--- config.mk ---
export PLATFORM = sky130hd
export DESIGN_NAME = multicycle_controller
export DESIGN_NICKNAME = d
export VERILOG_FILES = /design/src/rtl/multicycle_controller.sv
export SDC_FILE = /design/constraint.sdc
export NUM_CORES = 1
export LEC_CHECK = 0
export CAP_MARGIN = 5
export CORE_MARGIN = 2
export CORE_UTILIZATION = 41
export DETAILED_ROUTE_END_ITERATION = 10
export PLACE_DENSITY = 0.74
export RECOVER_POWER = 25
export SYNTH_ARGS = -nofsm -noshare
export SYNTH_HDL_FRONTEND = slang
export SYNTH_SLANG_ARGS = --single-unit
--- constraint.sdc ---
create_clock -name clk -period 2 [get_ports clk]
set_input_delay 0.3 -clock clk [delete_from_list [all_inputs] [get_ports clk]]
set_output_delay 0.3 -clock clk [all_outputs]
set_load 0.03 [all_outputs]
--- src/rtl/multicycle_controller.sv ---
// multicycle_controller: main control FSM for the multicycle MIPS core.
// It steps the shared-memory datapath through fetch, decode, execute, memory
// and writeback, one micro-step per clock.
// Most control outputs are registered. They are computed from the next state
// and the IR fields, so they line up with the state register.
// pcen and illegal stay combinational: pcen must follow zero in the same
// cycle, and illegal must see the IR fields that were just loaded during FETCH.
module multicycle_controller (
  input  logic       clk,
  input  logic       reset,
  input  logic [5:0] op,
  input  logic [5:0] funct,
  input  logic       zero,
  output logic       pcen,
  output logic       iord,
  output logic       irwrite,
  output logic       memwrite,
  output logic       regwrite,
  output logic       memtoreg,
  output logic       regdst,
  output logic       alusrca,
  output logic [1:0] alusrcb,
  output logic [1:0] pcsrc,
  output logic [2:0] alucontrol,
  output logic       signorzero,
  output logic       illegal,
  output logic [3:0] state
);

  typedef enum logic [3:0] {
    FETCH   = 4'd0,
    DECODE  = 4'd1,
    MEMADR  = 4'd2,
    MEMRD   = 4'd3,
    MEMWB   = 4'd4,
    MEMWR   = 4'd5,
    RTYPEEX = 4'd6,
    RTYPEWB = 4'd7,
    BEQEX   = 4'd8,
    BNEEX   = 4'd9,
    IMMEX   = 4'd10,
    IMMWB   = 4'd11,
    JEX     = 4'd12
  } state_t;

  typedef struct packed {
    logic       pcwrite;
    logic       iord;
    logic       irwrite;
    logic       memwrite;
    logic       regwrite;
    logic       memtoreg;
    logic       regdst;
    logic       alusrca;
    logic [1:0] alusrcb;
    logic [1:0] pcsrc;
    logic [2:0] alucontrol;
    logic       signorzero;
  } ctl_t;

  localparam logic [5:0] OP_R    = 6'b000000;
  localparam logic [5:0] OP_LW   = 6'b100011;
  localparam logic [5:0] OP_SW   = 6'b101011;
  localparam logic [5:0] OP_BEQ  = 6'b000100;
  localparam logic [5:0] OP_BNE  = 6'b000101;
  localparam logic [5:0] OP_ADDI = 6'b001000;
  localparam logic [5:0] OP_SLTI = 6'b001010;
  localparam logic [5:0] OP_ANDI = 6'b001100;
  localparam logic [5:0] OP_ORI  = 6'b001101;
  localparam logic [5:0] OP_J    = 6'b000010;

  state_t st, nxt;
  ctl_t   ctl;
  logic   functok, legal;

  // R-type funct decode into an ALU operation; unsupported funct yields ok=0
  function automatic logic [3:0] rfunct(input logic [5:0] f);
    case (f)
      6'b100000: rfunct = 4'b1_010;
      6'b100010: rfunct = 4'b1_110;
      6'b100100: rfunct = 4'b1_000;
      6'b100101: rfunct = 4'b1_001;
      6'b101010: rfunct = 4'b1_111;
      default:   rfunct = 4'b0_010;
    endcase
  endfunction

  // Moore control word for a given state and IR fields
  function automatic ctl_t decode_ctl(input state_t s, input logic [5:0] o,
                                      input logic [5:0] f);
    logic [3:0] rf;
    ctl_t c;
    rf = rfunct(f);
    c = '0;
    c.alucontrol = 3'b010;
    case (s)
      FETCH:   begin c.irwrite = 1'b1; c.pcwrite = 1'b1; c.alusrcb = 2'b01; end
      DECODE:  c.alusrcb = 2'b11;
      MEMADR:  begin c.alusrca = 1'b1; c.alusrcb = 2'b10; end
      MEMRD:   c.iord = 1'b1;
      MEMWB:   begin c.memtoreg = 1'b1; c.regwrite = 1'b1; end
      MEMWR:   begin c.iord = 1'b1; c.memwrite = 1'b1; end
      RTYPEEX: begin c.alusrca = 1'b1; c.alucontrol = rf[2:0]; end
      RTYPEWB: begin c.regdst = 1'b1; c.regwrite = 1'b1; end
      BEQEX, BNEEX: begin
        c.alusrca = 1'b1; c.alucontrol = 3'b110; c.pcsrc = 2'b01;
      end
      IMMEX: begin
        c.alusrca = 1'b1;
        c.alusrcb = 2'b10;
        case (o)
          OP_SLTI: c.alucontrol = 3'b111;
          OP_ANDI: begin c.alucontrol = 3'b000; c.signorzero = 1'b1; end
          OP_ORI:  begin c.alucontrol = 3'b001; c.signorzero = 1'b1; end
          default: c.alucontrol = 3'b010;
        endcase
      end
      IMMWB:   c.regwrite = 1'b1;
      JEX:     begin c.pcsrc = 2'b10; c.pcwrite = 1'b1; end
      default: ;
    endcase
    return c;
  endfunction

  // opcode/funct legality, used both for dispatch and the illegal pulse
  always_comb begin
    functok = rfunct(funct)[3];
    case (op)
      OP_R:                            legal = functok;
      OP_LW, OP_SW, OP_BEQ, OP_BNE,
      OP_ADDI, OP_SLTI, OP_ANDI,
      OP_ORI, OP_J:                    legal = 1'b1;
      default:                         legal = 1'b0;
    endcase
  end

  // next-state logic; stray encodings fall back to FETCH
  always_comb begin
    nxt = FETCH;
    case (st)
      FETCH:  nxt = DECODE;
      DECODE: begin
        if (!legal)                             nxt = FETCH;
        else case (op)
          OP_LW, OP_SW:                         nxt = MEMADR;
          OP_R:                                 nxt = RTYPEEX;
          OP_BEQ:                               nxt = BEQEX;
          OP_BNE:                               nxt = BNEEX;
          OP_ADDI, OP_SLTI, OP_ANDI, OP_ORI:    nxt = IMMEX;
          OP_J:                                 nxt = JEX;
          default:                              nxt = FETCH;
        endcase
      end
      MEMADR:  nxt = (op == OP_SW) ? MEMWR : MEMRD;
      MEMRD:   nxt = MEMWB;
      RTYPEEX: nxt = RTYPEWB;
      IMMEX:   nxt = IMMWB;
      default: nxt = FETCH;
    endcase
  end

  // state register plus registered control word for the state being entered
  always_ff @(posedge clk or posedge reset) begin
    if (reset) begin
      st  <= FETCH;
      ctl <= decode_ctl(FETCH, 6'b0, 6'b0);
    end else begin
      st  <= nxt;
      ctl <= decode_ctl(nxt, op, funct);
    end
  end

  // Write strobes are gated by reset so that an aborted instruction cannot
  // write anything while reset is high.
  assign pcen       = ~reset & (ctl.pcwrite | ((st == BEQEX) & zero)
                                            | ((st == BNEEX) & ~zero));
  assign irwrite    = ~reset & ctl.irwrite;
  assign memwrite   = ~reset & ctl.memwrite;
  assign regwrite   = ~reset & ctl.regwrite;
  assign illegal    = ~reset & (st == DECODE) & ~legal;
  assign iord       = ctl.iord;
  assign memtoreg   = ctl.memtoreg;
  assign regdst     = ctl.regdst;
  assign alusrca    = ctl.alusrca;
  assign alusrcb    = ctl.alusrcb;
  assign pcsrc      = ctl.pcsrc;
  assign alucontrol = ctl.alucontrol;
  assign signorzero = ctl.signorzero;
  assign state      = st;

endmodule

==> results of run 1 <==
[cells by family (layout without fill, tap and decap cells)]
| family | after synthesis | after routing | synth area share |
|---|---|---|---|
| AOI/OAI and AO/OA | 22 | 22 | 0.1529 |
| xor gates and xnor gates | 3 | 3 | 0.02261 |
| adders and majority gates | 1 | 1 | 0.008612 |
| buffers and inverters | 15 | 81 | 0.07320 |
| DFF | 20 | 20 | 0.4349 |
| muxes | 2 | 2 | 0.01722 |
| and+or+nand+nor | 60 | 60 | 0.2907 |
[metal layers]
| layer | global-route usage | vias up |
|---|---|---|
| met3 | 0.03401 | 4 |
| met5 | 0 | - |
| li1 | - | 565 |
| met1 | 0.2449 | 552 |
| met2 | 0.3465 | 41 |
| met4 | 0.1163 | 0 |
[worst min-delay path by stage]
stage,start,end,slack (ps),depth (start not counted)
2_1_floorplan,reset,alucontrol[0],260,1
3_3_place_gp,state[1],alusrcb[1],590,2
3_5_place_dp,state[1],alusrcb[1],610,2
4_1_cts,reset,iord,480,3
5_1_grt,op[4],ctl[12],570,3
6_report,funct[2],alucontrol[2],540,6
[power groups by stage]
| stage | clock, uW | combinational (uW) | sequential, uW |
|---|---|---|---|
| after floorplan | 0 | 321 | 543 |
| final | 331 | 639 | 515 |
| after CTS | 335 | 600 | 514 |
| after global routing | 358 | 683 | 526 |
| after detailed placement | 0 | 581 | 520 |
| after global placement | 0 | 570 | 517 |
[flip-flops by register name (all words and copies together), names as in the netlist]
signal	cells
state	4
regdst	1
alucontrol	3
alusrcb	2
pcsrc	2
iord	1
memtoreg	1
ctl	4
signorzero	1
alusrca	1
[cells in the final DEF (no fill, tap or decap), types with 4 or more instances in the layout]
| cell | netlist | routed |
|---|---|---|
| clkdlybuf4s50_1 | 0 | 22 |
| a21oi_1 | 8 | 8 |
| nand2_1 | 7 | 6 |
| buf_6 | 0 | 4 |
| nor2_1 | 14 | 12 |
| nor3b_1 | 4 | 4 |
| inv_1 | 4 | 4 |
| nor2b_1 | 5 | 5 |
| dfrtp_1 | 16 | 13 |
| dfstp_2 | 4 | 4 |
| dlygate4sd2_1 | 0 | 5 |
| buf_4 | 7 | 38 |
[final cells by class]
type,instances,area [um2],area share
multi-input combinational,88,633.1,0.3364
tap,31,38.79,0.02061
timing repair buffer,73,633.1,0.3364
inverter,4,15.01,0.007979
clock buffer,3,22.52,0.01197
sequential,20,509.2,0.2706
clock inverter,1,30.03,0.01596
[worst register-to-register path, stage by stage, from the launching register on]
cell and delay (ps):
dfrtp_2 440, nor3_4 200, nand2_1 90, buf_4 170
nor2_1 190, o211ai_1 270, or3b_1 430, o31ai_1 80
[cells in the mapped netlist, drive strengths merged (3+ instances only)]
master	count	share of area
or2	3	0.016
o31ai	3	0.019
dfrtp	16	0.34
xnor2	3	0.023
nor2	14	0.045
nand3b	3	0.019
nor3b	4	0.026
buf	9	0.054
nor3	7	0.030
dfstp	4	0.090
a21oi	8	0.034
nand2	7	0.023
inv	4	0.013
nor2b	5	0.027
nand2b	3	0.016
nand4	3	0.016
[repair_timing]
item                                    4_1_cts  5_1_grt
endpoints found under the setup margin       10        7
pin swaps                                     6        5
buffers inserted                              4        1
gates resized for setup                      14        9
hold buffers                                  0        0
[metrics by stage]
step	area (um2)	setup slack [ps]
6_report	1882	50.45
5_1_grt	1882	-75.16
4_1_cts	1838	6.592
3_5_place_dp	1727	-458.0
3_3_place_gp	1727	-390.1
2_1_floorplan	1172	3.711
==> metrics.csv, run 1 <==
stage;metric;value;unit
status;status;finished clean;
pwr;sequential share of power;0.347;
floorplan;Die W;57.25;um
pwr;sw frac;0.3384;
setup_path;critical path endpoint category;flop;
drt;Vias/cell;5.282;
cells_and_area;nets@finish;205;
synth;Post-synth EDFFs;0;
setup_path;R2R Setup Slk;50;ps
cells_and_area;ANT cells;0;
clocking;clock tree root buffer cell;clkbuf_4;
setup_path;WP buf/inv;1;
drt;DRC marker count from the first detailed-route iteration;45;
setup_path;Max stage delay on crit path;440;ps
drt;Post-Route M1 WL;1.204;mm
clocking;H-tree depth;1;
synth;Syn Std Cell Area;1162;um2
setup_path;crit start category;flop;
global_routing;vias in the first global route;1170;
synth;Mapped Nets;138;
timing;Slew HR;0.6457;
cells_and_area;fin util;0.6883;
pwr;internal cell power;982.5;uW
setup_path;Worst EP required;2210;ps
pwr;Worst VDD drop;0.0007417;V
global_routing;largest net degree at the start of global routing;16;
pwr;cell leakage power;0.0008512;uW
floorplan;die height;57.25;um
timing;Hold WS;541.4;ps
global_routing;GR Util All Layers;0.2044;
cells_and_area;Filler cells;202;
setup_path;stages on the worst setup path;7;
pwr;clock share of power;0.223;
floorplan;die area;3277;um2
setup_path;slowest CP cell;dfrtp_2;
timing;final hold vios;0;
setup_path;worst reg2reg path endpoint;alucontrol[2];
cells_and_area;share of cells above drive strength 1;0.3757;
global_routing;initial antenna violation count;0;
global_routing;gr ovfl total;0;
floorplan;Starting Density;0.4252;
clocking;Num Clock Sinks;20;
timing;setup violators final;0;
pwr;PwrDens;789.2;nW/um2
timing;Fmax;512.9;MHz
drt;top sig layer;met4;
clocking;number of buffers created by CTS;3;
cells_and_area;Non-Filler Instances;220;
drt;drt drc;0;
floorplan;I/O pin cnt;36;
floorplan;core area;2734;um2
placement;port bufs;35;
synth;Yosys reg bits;20;
synth;Syn Area/Cell;9.450;um2
clocking;Max clock buf depth;2;
pwr;Logic pwr share;0.431;
setup_path;CP Cell Sequence;nor3_4, nand2_1, buf_4, nor2_1, o211ai_1, or3b_1, o31ai_1;
timing;fin crit period;1950;ps
drt;total iterations of the first detailed-routing run;4;
timing;Tcrit/Tclk final;0.9748;
pwr;Tot Pwr;1485;uW
timing;Setup TNS;0;ps
drt;met3 wire len;160;um
setup_path;Crit. Startpoint;state[1];
timing;setup repair after global routing missed its margin;true;
timing;final slew viol count;0;
clocking;Clock Latency Late Sink;300;ps
drt;wire per inst;14.38;um
drt;via count;1162;
timing;Layout Skew;4.573;ps
drt;routed wl met2;1.751;mm
drt;WL final;3.163;mm
synth;Most used DFF post-synth;dfrtp_1;
setup_path;R2R cell count;7;
setup_path;CP max FO;6;
synth;Seq/Total Area, Yosys;0.4349;
setup_path;worst path arrival time;2160;ps
cells_and_area;area grow syn2layout;61.89;%
placement;number of instances in the placed design;211;
setup_path;Worst R2R Start;state[1];
setup_path;critical path's top delay family;simple AND/OR/NAND/NOR gates;
drt;post-route ant nets;0;
hold_path;Worst Hold Class;in -> reg;
setup_path;crit path kind;reg -> reg;
synth;async set-reset flop share out of synthesis;1.000;
pwr;Switch Pwr;502.6;uW
floorplan;Rows;19;
clocking;CTS tree;yes;
synth;warnings from Yosys;0;
setup_path;Setup crit end;alucontrol[2];
placement;dpl hpwl;2.456;mm
placement;Placer Congestion;0.7682;
clocking;clock transition at the registers of the reported paths;120;ps
synth;synthesized instance count;123;
synth;synth unique cells;38;
global_routing;first-pass GRT wire length;5.126;mm
timing;Worst Tran Pin Value;529.1;ps
job;total of max-cap violations;0;
No activity file was read; power rests on OpenSTA's default activity.
==> inputs of run 2 (changes only) <==
CORE_ASPECT_RATIO = 1.75   (was unset)
==> run 2 against run 1 <==
  * Setup slack got worse by 15 ps
  * Clock power up 20%
  * Die area grew 0.51%
==> metrics.csv, run 2 (synthesis results as in run 1) <==
stage;metric;value;unit;change
timing;setup violators final;0;;unchanged
cells_and_area;ANT cells;0;;unchanged
global_routing;first-pass GRT wire length;5.195;mm;was 5.126 mm
global_routing;GR Util All Layers;0.2167;;was 0.2044
drt;DRC marker count from the first detailed-route iteration;6;;was 45
drt;post-route ant nets;0;;unchanged
floorplan;core area;2690;um2;was 2734 um2
hold_path;Worst Hold Class;in -> reg;;unchanged
setup_path;critical path endpoint category;primary output;;was flop
placement;number of instances in the placed design;209;;was 211
clocking;clock transition at the registers of the reported paths;70;ps;was 120 ps
setup_path;CP max FO;2;;was 6
timing;final hold vios;0;;unchanged
cells_and_area;Non-Filler Instances;221;;was 220
drt;wire per inst;14.95;um;was 14.38 um
floorplan;I/O pin cnt;36;;unchanged
drt;Vias/cell;5.403;;was 5.282
global_routing;initial antenna violation count;0;;unchanged
cells_and_area;share of cells above drive strength 1;0.3866;;was 0.3757
cells_and_area;Filler cells;193;;was 202
cells_and_area;FF/Latch Area;509.2;um2;unchanged
timing;Worst Tran Pin Value;1011;ps;was 529.1 ps
cells_and_area;most common cell after layout, fill and taps aside;buf_4;;unchanged
placement;dpl hpwl;2.408;mm;was 2.456 mm
pwr;sequential share of power;0.339;;was 0.347
pwr;PwrDens;792.6;nW/um2;was 789.2 nW/um2
floorplan;die height;74.44;um;was 57.25 um
floorplan;Starting Density;0.4321;;was 0.4252
clocking;CTS tree;yes;;unchanged
timing;Setup TNS;0;ps;unchanged
drt;WL final;3.305;mm;was 3.163 mm
timing;final slew viol count;0;;unchanged
cells_and_area;highest-count cells in the layout ignoring fill and taps;42 x buf_4, 20 x clkdlybuf4s50_1, 13 x dfrtp_1;;was 38 x buf_4, 22 x clkdlybuf4s50_1, 13 x dfrtp_1
timing;Slew HR;0.3257;;was 0.6457
cells_and_area;fin util;0.7237;;was 0.6883
pwr;sw frac;0.3284;;was 0.3384
clocking;clock tree root buffer cell;clkbuf_8;;was clkbuf_4
status;status;finished clean;;unchanged
cells_and_area;Multi-input gate area;639.4;um2;was 633.1 um2
pwr;clock share of power;0.257;;was 0.223
timing;fin crit period;1964;ps;was 1950 ps
drt;via count;1194;;was 1162
timing;Tcrit/Tclk final;0.9821;;was 0.9748
pwr;Switch Pwr;506.7;uW;was 502.6 uW
cells_and_area;area grow syn2layout;67.49;%;was 61.89%
floorplan;Rows;25;;was 19
setup_path;crit path kind;in -> out;;was reg -> reg
clocking;H-tree depth;1;;unchanged
floorplan;Die W;44.25;um;was 57.25 um
timing;Fmax;509.1;MHz;was 512.9 MHz
clocking;Max clock buf depth;2;;unchanged
setup_path;crit start category;input port;;was flop
placement;port bufs;35;;unchanged
pwr;Worst VDD drop;0.0003957;V;was 0.0007417 V
clocking;Clock Latency Late Sink;260;ps;was 300 ps
clocking;hold_buf cts;0;;unchanged
pwr;cell leakage power;0.0009390;uW;was 0.0008512 uW
placement;Placer Congestion;0.8260;;was 0.7682
global_routing;gr ovfl total;0;;unchanged
clocking;number of buffers created by CTS;3;;unchanged
pwr;internal cell power;1036;uW;was 982.5 uW
pwr;Logic pwr share;0.404;;was 0.431
drt;drt drc;0;;unchanged
setup_path;worst path arrival time;1660;ps;was 2160 ps
job;total of max-cap violations;0;;unchanged
global_routing;vias in the first global route;1163;;was 1170
drt;total iterations of the first detailed-routing run;4;;unchanged
setup_path;Worst EP required;1700;ps;was 2210 ps
clocking;Num Clock Sinks;20;;unchanged
global_routing;largest net degree at the start of global routing;21;;was 16
timing;Layout Skew;0.6491;ps;was 4.573 ps
cells_and_area;nets@finish;210;;was 205
floorplan;die area;3294;um2;was 3277 um2
==> run 2: final timing paths <==
| kind | start | end | slack, ps | cells past startpoint |
|---|---|---|---|---|
| max | funct[5] | illegal | 40 | 7 |
| min | funct[4] | alucontrol[0] | 530 | 5 |
| max reg2reg | state[1] | signorzero | 120 | 8 |
| min reg2reg | state[1] | alusrcb[1] | 650 | 2 |
| max in group asynchronous | reset | state[3] | 500 | 3 |
| min in group asynchronous | reset | ctl[11] | 820 | 3 |
==> run 2: timing repair <==
action,in CTS,in global routing
buffers inserted,4,4
gates resized for setup,13,20
pin swaps,5,7
setup endpoints to repair,10,12
==> run 2: through the flow <==
step	area [um2]	hold WS, ps	setup slack (ps)	total power [uW]
6_report	1947	531.6	35.85	1543
5_1_grt	1947	545.0	-21.19	1615
4_1_cts	1861	558.2	1.613	1500
3_5_place_dp	1744	590.5	-464.5	1097
3_3_place_gp	1744	588.3	-461.8	1083
2_1_floorplan	1172	260.7	3.711	863.7
==> run 2: critical path, stage by stage <==
cell,delay (ps)
clkdlybuf4s50_1,410
nor2b_4,130
nand4b_1,180
nor2_2,90
buf_6,130
nor4_4,240
buf_4,190
==> run 2: metal layers <==
layer,track usage,wire (um)
met1,0.2263,1163
met2,0.3987,1906
met3,0.01214,85
met4,0.1481,150
met5,0,0
==> run 2: final cells by class <==
class | instances | area share
inverter | 4 | 0.007712
multi-input combinational | 88 | 0.3284
clock inverter | 1 | 0.01542
sequential | 20 | 0.2616
timing repair buffer | 78 | 0.3483
clock buffer | 3 | 0.02121
tap | 27 | 0.01735
==> run 2: power groups by stage <==
stage / logic [uW] / clock network (uW) / registers, uW
after floorplan: 321 / 0 / 543
after global placement: 562 / 0 / 521
after detailed placement: 573 / 0 / 524
after CTS: 581 / 402 / 517
after global routing: 667 / 418 / 530
final: 623 / 397 / 523
==> inputs of run 3 (changes only) <==
CELL_PAD_IN_SITES_DETAIL_PLACEMENT = 0   (was unset)
CELL_PAD_IN_SITES_GLOBAL_PLACEMENT = 1   (was unset)
CORE_UTILIZATION = 31   (was 41)
PLACE_DENSITY = unset   (was 0.74)
PLACE_DENSITY_LB_ADDON = 0.1   (was unset)
==> run 3 against run 2 <==
  * Clock skew rose by 1.9 ps
  * Clock power fell by 2%
  * Power fell by 2.4%
  * Via count fell by 8.6%
  * Final cell count rose by 5.0%
  * Count of clock-buffer cells in the layout did not move
  * Final area fell by 3.5%
  * Largest power group unchanged
  * First-iteration DRC count rose to 3.5 times the previous value
  * Setup slack improved by 46 ps
  * Combinational power fell by 3.7%
  * Sequential cell count did not move
  * Register-to-register slack improved by 20 ps
==> metrics.csv, run 3 (synthesis results as in run 1) <==
stage;metric;value;unit;change
timing;setup violators final;0;;unchanged
pwr;PwrDens;801.1;nW/um2;was 792.6 nW/um2
clocking;Max clock buf depth;2;;unchanged
drt;post-route ant nets;0;;unchanged
global_routing;GR Util All Layers;0.1344;;was 0.2167
clocking;hold_buf cts;0;;unchanged
drt;WL final;2.956;mm;was 3.305 mm
timing;Fmax;521.5;MHz;was 509.1 MHz
placement;dpl hpwl;2.420;mm;was 2.408 mm
global_routing;met2 usage;0.2608;;was 0.3987
pwr;Worst VDD drop;0.0005888;V;was 0.0003957 V
setup_path;crit path kind;in -> reg;;was in -> out
clocking;CTS tree;yes;;unchanged
global_routing;gr ovfl total;0;;unchanged
timing;fin crit period;1918;ps;was 1964 ps
pwr;Tot Pwr;1506;uW;was 1543 uW
floorplan;Rows;29;;was 25
global_routing;largest net degree at the start of global routing;17;;was 21
floorplan;Starting Density;0.3236;;was 0.4321
drt;total iterations of the first detailed-routing run;4;;unchanged
timing;Tcrit/Tclk final;0.9588;;was 0.9821
drt;wire per inst;12.74;um;was 14.95 um
cells_and_area;area grow syn2layout;61.68;%;was 67.49%
setup_path;crit start category;input port;;unchanged
placement;port bufs;35;;unchanged
global_routing;met3 usage in global routing;0.01232;;was 0.01214
setup_path;critical path endpoint category;flop;;was primary output
cells_and_area;Filler cells;339;;was 193
floorplan;die height;85.01;um;was 74.44 um
cells_and_area;most common cell after layout, fill and taps aside;buf_4;;unchanged
setup_path;Worst EP required;2160;ps;was 1700 ps
timing;Slew HR;0.4436;;was 0.3257
global_routing;vias in the first global route;991;;was 1163
timing;setup repair after global routing missed its margin;false;;
global_routing;M1 GR Usage;0.1365;;was 0.2263
placement;Placer Congestion;0.7976;;was 0.8260
pwr;cell leakage power;0.0008709;uW;was 0.0009390 uW
timing;final hold vios;0;;unchanged
setup_path;CP Cell Sequence;dlygate4sd2_1, nand4b_1, or3b_4, a2111oi_4, a211o_4, or3b_1, o31ai_1;;was clkdlybuf4s50_1, nor2b_4, nand4b_1, nor2_2, buf_6, nor4_4, buf_4
drt;drt drc;0;;unchanged
clocking;clock transition at the registers of the reported paths;70;ps;about the same
drt;via count;1091;;was 1194
global_routing;first-pass GRT wire length;4.388;mm;was 5.195 mm
timing;Worst Tran Pin Value;834.7;ps;was 1011 ps
clocking;H-tree depth;1;;unchanged
timing;final slew viol count;0;;unchanged
clocking;number of buffers created by CTS;3;;unchanged
cells_and_area;share of cells above drive strength 1;0.3763;;was 0.3866
setup_path;Max stage delay on crit path;450;ps;was 410 ps
cells_and_area;ANT cells;0;;unchanged
cells_and_area;nets@finish;202;;was 210
status;status;finished clean;;unchanged
job;total of max-cap violations;0;;unchanged
setup_path;slowest CP cell;or3b_4;;was clkdlybuf4s50_1
drt;DRC marker count from the first detailed-route iteration;21;;was 6
timing;Layout Skew;2.566;ps;was 0.6491 ps
clocking;Clock Latency Late Sink;250;ps;was 260 ps
drt;Vias/cell;4.703;;was 5.403
floorplan;Die W;50.29;um;was 44.25 um
cells_and_area;post-route cell area;1879;um2;was 1947 um2
global_routing;initial antenna violation count;0;;unchanged
floorplan;die area;4275;um2;was 3294 um2
clocking;clock tree root buffer cell;clkbuf_8;;unchanged
hold_path;Worst Hold Class;in -> reg;;unchanged
placement;dpl cell area;1745;um2;was 1744 um2
setup_path;worst path arrival time;2080;ps;was 1660 ps
floorplan;core area;3592;um2;was 2690 um2
setup_path;CP max FO;5;;was 2
setup_path;R2R Setup Slk;140;ps;was 120 ps
clocking;Num Clock Sinks;20;;unchanged
cells_and_area;highest-count cells in the layout ignoring fill and taps;38 x buf_4, 18 x clkdlybuf4s50_1, 13 x dfrtp_1;;was 42 x buf_4, 20 x clkdlybuf4s50_1, 13 x dfrtp_1
floorplan;I/O pin cnt;36;;unchanged
global_routing;GR peak layer;met2;;unchanged
-- run 3: path summary, 6_finish.rpt --
check	start	to	cells past startpoint
min reg2reg	state[1]	alusrcb[1]	2
min	funct[4]	alucontrol[0]	5
max reg2reg	state[3]	alucontrol[2]	6
max	op[0]	alucontrol[2]	7
min in group asynchronous	reset	regdst	2
max in group asynchronous	reset	state[3]	3
-- run 3: cell type report --
type / count / area [um2] / area share
Sequential cell: 20 / 509.2 / 0.2710
Inverter: 4 / 15.01 / 0.007989
Clock inverter: 1 / 30.03 / 0.01598
Clock buffer: 3 / 41.29 / 0.02197
Multi-Input combinational cell: 88 / 628.1 / 0.3342
Timing Repair Buffer: 70 / 598.1 / 0.3182
Tap cell: 46 / 57.56 / 0.03063
-- run 3: metal layers --
metal	vias up	wire length [um]
met2	23	1766
met5	-	0
li1	557	-
met1	509	1072
met4	0	34
met3	2	83
-- run 3: where the power goes --
group / switching (uW) / leakage [uW] / internal (uW)
Clock: 124 / 0.0000357 / 267
Combinational: 323 / 0.000580 / 278
Sequential: 34.5 / 0.000255 / 480
Total: 481 / 0.000871 / 1020
-- run 3: worst max-delay path: cells and delay by family --
family                 cells  cell delay, ps
AND/OR/NAND/NOR            3             940
AO/OA/AOI/OAI              3             530
buffers and inverters      1             310
-- run 3: through the flow --
step	std cells	hold slack, ps	setup WS [ps]	setup TNS (ps)	util
after floorplan	123	260.7	3.711	0	-
after global placement	226	584.4	-462.8	-4144	0.4859
after detailed placement	226	592.2	-497.8	-4572	0.4859
after CTS	232	477.4	1.592	0	0.5127
after global routing	232	514.7	2.781	0	0.5232
final	232	510.8	82.34	0	0.5232
-- run 3: timing repair --
item,CTS,global route
setup buffers,2,0
setup endpoints to repair,10,7
pin swaps,7,6
resized for setup,12,18
